==> src/rtl/colormapper_pipe_if.sv <==
// Valid/ready pixel stream bundle: data, start-of-frame (tuser) and end-of-line (tlast).
interface colormapper_pipe_if #(
  parameter int unsigned DW = 8
);
  logic [DW-1:0] data;
  logic          sof;
  logic          eol;
  logic          valid;
  logic          ready;

  modport master (output data, output sof, output eol, output valid, input  ready);
  modport slave  (input  data, input  sof, input  eol, input  valid, output ready);
endinterface

==> src/rtl/colormapper_pipe.sv <==
// Three-stage iteration-count to RGB colour mapper with global-stall backpressure
// and per-frame configuration shadowing that travels with each pixel.
module colormapper_pipe #(
  parameter int unsigned ITER_W      = 8,
  parameter int unsigned MAX_ITER    = 160,
  parameter logic [23:0] COLOR1      = 24'hFFFFFF,
  parameter logic [23:0] INSET_COLOR = 24'h000000
) (
  input  logic                aclk,
  input  logic                aresetn,
  colormapper_pipe_if.slave   in_if,
  colormapper_pipe_if.master  out_if,
  input  logic [2:0]          cfg_mode,
  input  logic [23:0]         cfg_color2,
  input  logic                cfg_inset_en
);

  typedef enum logic [2:0] {
    MODE_SUNRISE  = 3'd0,
    MODE_BARBIE   = 3'd1,
    MODE_MIDNIGHT = 3'd2,
    MODE_MOON     = 3'd3,
    MODE_RETRO    = 3'd4,
    MODE_CITRUS   = 3'd5,
    MODE_GRADIENT = 3'd6,
    MODE_RAW      = 3'd7
  } mode_e;

  localparam logic [ITER_W:0] MAX_C = (ITER_W+1)'(MAX_ITER);

  logic adv, take, cfg_load;

  // active (shadowed) configuration
  mode_e       act_mode_q, act_mode_d;
  logic [23:0] act_c2_q,   act_c2_d;
  logic        act_ien_q,  act_ien_d;

  // S1: normalise
  logic        s1_v_q, s1_inset_q, s1_ien_q, s1_sof_q, s1_eol_q;
  logic [7:0]  s1_x8_q;
  mode_e       s1_mode_q;
  logic [23:0] s1_c2_q;
  logic [7:0]  x8_d;
  logic        inset_d;

  // S2: multiply
  logic              s2_v_q, s2_inset_q, s2_ien_q, s2_sof_q, s2_eol_q;
  logic [7:0]        s2_x8_q;
  mode_e             s2_mode_q;
  logic signed [16:0] s2_p_q [3];
  logic signed [16:0] p_d    [3];
  logic signed [8:0]  dif;
  logic signed [17:0] prod;

  // S3: combine/select (output register)
  logic        out_valid_q, out_sof_q, out_eol_q;
  logic [23:0] out_rgb_q, rgb_d, mapped, grad;
  logic signed [9:0] sum;

  assign adv         = ~out_valid_q | out_if.ready;
  assign take        = in_if.valid & adv;
  assign in_if.ready = adv;

  assign out_if.valid = out_valid_q;
  assign out_if.data  = out_rgb_q;
  assign out_if.sof   = out_sof_q;
  assign out_if.eol   = out_eol_q;

  // The sof pixel itself must already see the freshly latched config.
  always_comb begin
    cfg_load   = take & in_if.sof;
    act_mode_d = cfg_load ? mode_e'(cfg_mode) : act_mode_q;
    act_c2_d   = cfg_load ? cfg_color2        : act_c2_q;
    act_ien_d  = cfg_load ? cfg_inset_en      : act_ien_q;
  end

  generate
    if (ITER_W >= 8) begin : g_wide
      assign x8_d = in_if.data[ITER_W-1 -: 8];
    end else begin : g_narrow
      assign x8_d = 8'(in_if.data) << (8 - ITER_W);
    end
  endgenerate

  assign inset_d = ({1'b0, in_if.data} >= MAX_C);

  always_comb begin
    p_d  = '{default: '0};
    dif  = '0;
    prod = '0;
    for (int unsigned i = 0; i < 3; i++) begin
      dif    = 9'(s1_c2_q[8*i +: 8]) - 9'(COLOR1[8*i +: 8]);
      prod   = 18'(dif) * 18'($signed({1'b0, s1_x8_q}));
      p_d[i] = prod[16:0];
    end
  end

  // p[16:8] is p >>> 8 (floor); c1 + that always lands in 0..255.
  always_comb begin
    grad = '0;
    sum  = '0;
    for (int unsigned i = 0; i < 3; i++) begin
      sum             = 10'($signed({2'b00, COLOR1[8*i +: 8]})) + 10'($signed(s2_p_q[i][16:8]));
      grad[8*i +: 8]  = sum[7:0];
    end
  end

  always_comb begin
    mapped = '0;
    unique case (s2_mode_q)
      MODE_SUNRISE:  mapped = {1'b1, s2_x8_q[7:1], 1'b0, ~s2_x8_q[7:1], 2'b00, s2_x8_q[7:2]};
      MODE_BARBIE:   mapped = {3'b111, ~s2_x8_q[7:3], ~s2_x8_q, 1'b1, ~s2_x8_q[7:1]};
      MODE_MIDNIGHT: mapped = {2'b00, ~s2_x8_q[7:2], 1'b0, s2_x8_q[7:1], 2'b01, s2_x8_q[7:2]};
      MODE_MOON:     mapped = {s2_x8_q, s2_x8_q, s2_x8_q};
      MODE_RETRO:    mapped = {8'h00, s2_x8_q, 8'h00};
      MODE_CITRUS:   mapped = {~s2_x8_q[7:6], 1'b1, ~s2_x8_q[4:0], 2'b11, s2_x8_q[7], 5'b11111, 8'h00};
      MODE_GRADIENT: mapped = grad;
      MODE_RAW:      mapped = {8'h00, s2_x8_q, s2_x8_q};
      default:       mapped = '0;
    endcase
    rgb_d = (s2_inset_q & s2_ien_q) ? INSET_COLOR : mapped;
  end

  always_ff @(posedge aclk) begin
    if (!aresetn) begin
      act_mode_q  <= MODE_SUNRISE;
      act_c2_q    <= '0;
      act_ien_q   <= 1'b0;
      s1_v_q      <= 1'b0;
      s1_x8_q     <= '0;
      s1_inset_q  <= 1'b0;
      s1_mode_q   <= MODE_SUNRISE;
      s1_c2_q     <= '0;
      s1_ien_q    <= 1'b0;
      s1_sof_q    <= 1'b0;
      s1_eol_q    <= 1'b0;
      s2_v_q      <= 1'b0;
      s2_x8_q     <= '0;
      s2_inset_q  <= 1'b0;
      s2_mode_q   <= MODE_SUNRISE;
      s2_ien_q    <= 1'b0;
      s2_sof_q    <= 1'b0;
      s2_eol_q    <= 1'b0;
      s2_p_q      <= '{default: '0};
      out_valid_q <= 1'b0;
      out_rgb_q   <= '0;
      out_sof_q   <= 1'b0;
      out_eol_q   <= 1'b0;
    end else begin
      act_mode_q <= act_mode_d;
      act_c2_q   <= act_c2_d;
      act_ien_q  <= act_ien_d;
      if (adv) begin
        s1_v_q      <= in_if.valid;
        s1_x8_q     <= x8_d;
        s1_inset_q  <= inset_d;
        s1_mode_q   <= act_mode_d;
        s1_c2_q     <= act_c2_d;
        s1_ien_q    <= act_ien_d;
        s1_sof_q    <= in_if.sof;
        s1_eol_q    <= in_if.eol;
        s2_v_q      <= s1_v_q;
        s2_x8_q     <= s1_x8_q;
        s2_inset_q  <= s1_inset_q;
        s2_mode_q   <= s1_mode_q;
        s2_ien_q    <= s1_ien_q;
        s2_sof_q    <= s1_sof_q;
        s2_eol_q    <= s1_eol_q;
        s2_p_q      <= p_d;
        out_valid_q <= s2_v_q;
        out_rgb_q   <= rgb_d;
        out_sof_q   <= s2_sof_q;
        out_eol_q   <= s2_eol_q;
      end
    end
  end

endmodule

==> src/flat_wrapper.sv <==
// flat-port wrapper written by rule: the top's interface ports become plain ports
module colormapper_pipe_flat 
#(
  parameter int unsigned ITER_W      = 8,
  parameter int unsigned MAX_ITER    = 160,
  parameter logic [23:0] COLOR1      = 24'hFFFFFF,
  parameter logic [23:0] INSET_COLOR = 24'h000000
)
  (aclk, aresetn, cfg_mode, cfg_color2, cfg_inset_en, in_if_data, in_if_sof, in_if_eol, in_if_valid, in_if_ready, out_if_data, out_if_sof, out_if_eol, out_if_valid, out_if_ready);
  colormapper_pipe_if #(.DW(8)) in_if_i ();
  colormapper_pipe_if #(.DW(24)) out_if_i ();
  input  logic aclk;
  input  logic aresetn;
  input  logic [2:0] cfg_mode;
  input  logic [23:0] cfg_color2;
  input  logic cfg_inset_en;
  input wire logic [$bits(in_if_i.data)-1:0] in_if_data;
  input wire logic [$bits(in_if_i.sof)-1:0] in_if_sof;
  input wire logic [$bits(in_if_i.eol)-1:0] in_if_eol;
  input wire logic [$bits(in_if_i.valid)-1:0] in_if_valid;
  output wire logic [$bits(in_if_i.ready)-1:0] in_if_ready;
  output wire logic [$bits(out_if_i.data)-1:0] out_if_data;
  output wire logic [$bits(out_if_i.sof)-1:0] out_if_sof;
  output wire logic [$bits(out_if_i.eol)-1:0] out_if_eol;
  output wire logic [$bits(out_if_i.valid)-1:0] out_if_valid;
  input wire logic [$bits(out_if_i.ready)-1:0] out_if_ready;
  assign in_if_i.data = in_if_data;
  assign in_if_i.sof = in_if_sof;
  assign in_if_i.eol = in_if_eol;
  assign in_if_i.valid = in_if_valid;
  assign in_if_ready = in_if_i.ready;
  assign out_if_data = out_if_i.data;
  assign out_if_sof = out_if_i.sof;
  assign out_if_eol = out_if_i.eol;
  assign out_if_valid = out_if_i.valid;
  assign out_if_i.ready = out_if_ready;
  colormapper_pipe #(.ITER_W(ITER_W), .MAX_ITER(MAX_ITER), .COLOR1(COLOR1), .INSET_COLOR(INSET_COLOR)) u_core (.aclk(aclk), .aresetn(aresetn), .in_if(in_if_i), .out_if(out_if_i), .cfg_mode(cfg_mode), .cfg_color2(cfg_color2), .cfg_inset_en(cfg_inset_en));
endmodule
==> config.mk <==
export PLATFORM = sky130hd
export DESIGN_NAME = colormapper_pipe_flat
export DESIGN_NICKNAME = d
export VERILOG_FILES = /design/src/rtl/colormapper_pipe_if.sv /design/src/rtl/colormapper_pipe.sv /design/src/flat_wrapper.sv
export SDC_FILE = /design/constraint.sdc
export NUM_CORES = 1
export LEC_CHECK = 0
export BUFFER_PORTS_ARGS = -buffer_cell sky130_fd_sc_hd__buf_2
export CORE_ASPECT_RATIO = 2
export CORE_MARGIN = 10
export CORE_UTILIZATION = 40
export CTS_CLUSTER_DIAMETER = 30
export DETAILED_ROUTE_END_ITERATION = 8
export PLACE_DENSITY = 0.65
export SLEW_MARGIN = 10
export SYNTH_ARGS = -nofsm -noshare
export SYNTH_HDL_FRONTEND = slang
export SYNTH_SLANG_ARGS = --single-unit
==> constraint.sdc <==
create_clock -name aclk -period 11.1 [get_ports aclk]
set_clock_uncertainty 0.05 [all_clocks]
set_input_delay 0.555 -clock aclk [delete_from_list [all_inputs] [get_ports aclk]]
set_output_delay 0.555 -clock aclk [all_outputs]
set_load 0.01 [all_outputs]
==> qor.csv <==
metric,value,unit
max-cap-violations,0,
crit_arrival,5940,ps
final_area,14600,µm²
yosysWarningCount,0,
die_width,149,µm
cp-start-kind,flip-flop,
gp_congestion,0.933,
coreArea,32900,µm²
wl,34.6,mm
fin_tns_setup,0,ps
antenna_found_initial,1,
p_leak,7.20,nW
cts_tree,built,
insertion_delay,430,ps
max_freq,176,MHz
drive_gt1_frac,0.0798,
seq_area_frac_synth,0.202,
maxSlewHeadroom,0.176,
synth_cells,1559,
multi_input_area,9470,µm²
rsz0062_at_grt,no,
clk_pin_slew,60,ps
vdd_ir_drop_max,89.7,µV
grt_pass1_vias,11200,
vias,10400,
cts_sinks,135,
cts_max_level,4,
power,1.91,mW
fin_nets,1869,
crit_type,reg -> reg,
ant_nets,0,
wl_per_cell,17.1,µm
track_usage,0.171,
clock_path_buffers,2,
async_flop_share,0,
hold_viol_final,0,
ys_ff_latch,135,
grt_max_degree,74,
register_area,2700,µm²
dp_hpwl,26.8,mm
via_per_inst,5.14,
ctsRootBufferMaster,clkbuf_16,
power_density,131,nW/µm²
grt_pass1_wl,57.0,mm
fp-row-count,94,
setup_ws,5400,ps
initial_utilization,0.406,
critPathRequiredTime,11340,ps
cts-buffers-inserted,17,
dieArea,41600,µm²
setup_viol,0,
tightestPinTransition,1230,ps
layout_commonest_cell,nand2_1,
min_period_over_period,0.513,
die_h,279,µm
syn_nets,1850,
synthesis.area,13400,µm²
end_kind,flip-flop,
syn2layout_area_growth,9.35,%
fill_cells,3264,
synth_area_per_cell,8.58,µm²
dp_slack,5450,ps
ctsHoldBuffers,0,
whs,326,ps
fin_crit,5700,ps
drt_iter0_markers,489,
grt_overflow,0,
hold_path.class,in -> reg,
io_pins,70,
antenna_cells,0,
layout_common_cells,"nand2_1, inv_1, fa_1, dfxtp_1, and2_1",
drt-pass1-iter-count,5,
drv_slew,0,
drc,0,
synth_edf_count,0,
status,completed,
io_buffers,69,
ys_types,62,
cts_setup_buffers,0,
ys.flop_type,dfxtp_1,
post_cts_resized,0,
critPathMaxFanout,11,
place_area,14000,µm²
## cell usage after synthesis (2+ instances only)
library cell,number,area [µm²]
nand4b_4,2,47.6
a21oi_2,2,17.5
inv_1,230,863
a22o_1,4,35.0
o31ai_1,3,22.5
o22ai_1,6,37.5
nand4b_1,2,17.5
xnor2_1,53,464
a21o_1,7,52.6
o21ai_1,3,15.0
clkbuf_1,68,255
o211ai_1,4,30.0
nand3_1,26,130
fa_1,162,3240
buf_2,3,15.0
a222oi_1,2,20.0
a211oi_1,5,37.5
o211a_1,31,310
nor4_1,2,12.5
o221ai_1,5,43.8
and2_1,105,657
a21boi_0,36,270
nand2b_1,3,18.8
nor3_1,8,40.0
a31oi_1,2,12.5
buf_6,2,22.5
dfxtp_1,135,2700
and3_1,3,18.8
nand2_1,266,998
o21bai_1,2,15.0
xor2_1,24,210
ha_1,87,1090
a22oi_1,12,90.1
a21oi_1,32,160
o21a_1,4,30.0
and4_1,2,17.5
nor2_1,41,154
buf_4,3,22.5
a41oi_1,3,26.3
buf_1,6,22.5
mux2i_1,28,280
nor2b_1,58,363
o21ai_0,56,280
a32oi_1,3,26.3
## routing by layer
layer	vias to the layer above	share of wire	wire, µm	track usage
met2	225	0.58	20100	0.342
met4	0	0.049	1700	0.0872
met1	5140	0.34	11900	0.162
li1	4960	-	-	-
met5	-	0	0	0
met3	79	0.027	918	0.0183
## cells by family after synthesis
kind of cell	synth area share
AO/OA/AOI/OAI	0.124
XOR/XNOR	0.0504
adder cells (fa/ha/maj)	0.324
buffers and inverters	0.0907
flip-flops	0.202
multiplexers	0.0209
AND/OR/NAND/NOR	0.188
## final cells by class
cell class,instances,area share
clock buffers,17,0.0291
clock inverters,15,0.0114
inverters,232,0.0595
multi-input cells,1109,0.647
flip-flops and latches,135,0.185
well taps,432,0.0369
repair buffers,83,0.0310
## power by group
group          internal [mW]  switching, mW
clock network          0.337          0.248
logic                  0.323          0.407
registers              0.539         0.0571
## flip-flops by register name (all words and copies together), names as in the netlist, 3 cells and up
| name | flops |
|---|---|
| u_core.s2_x8_q | 8 |
| u_core.s2_mode_q | 3 |
| u_core.act_c2_q | 24 |
| u_core.s1_c2_q | 24 |
| u_core.s1_x8_q | 8 |
| u_core.s1_mode_q | 3 |
| u_core.s2_p_q | 24 |
| u_core.act_mode_q | 3 |
| u_core.out_if.data | 24 |
## worst max-delay path, stage by stage, from the launching register on
cell	delay (ps)
dfxtp_1	550
ha_1	290
nand2_1	70
nor2_1	160
xor2_1	550
nand2_1	160
fa_1	530
inv_1	50
fa_1	490
inv_1	50
fa_1	520
inv_1	50
fa_1	440
ha_1	270
o21ai_0	110
a21oi_1	150
a2111o_1	480
nand3_1	190
o21ai_0	140
xnor2_1	170
o21ai_0	80
## metrics by stage
step	cells	utilization
floorplan	1559	-
global placement	1991	0.426
detailed placement	1991	0.426
CTS	2023	0.444
global route	2023	0.444
finish	2023	0.444
## worst paths after layout
path / start / to / slack, ps / cells after the start
max: u_core.s1_c2_q[0] / u_core.s2_p_q[49] / 5400 / 20
min: in_if_data[0] / u_core.s1_x8_q[0] / 330 / 3
max reg2reg: u_core.s1_c2_q[0] / u_core.s2_p_q[49] / 5400 / 20
min reg2reg: u_core.out_if.data[22] / u_core.out_if.data[22] / 410 / 2
No activity file was read; power rests on OpenSTA's default activity.
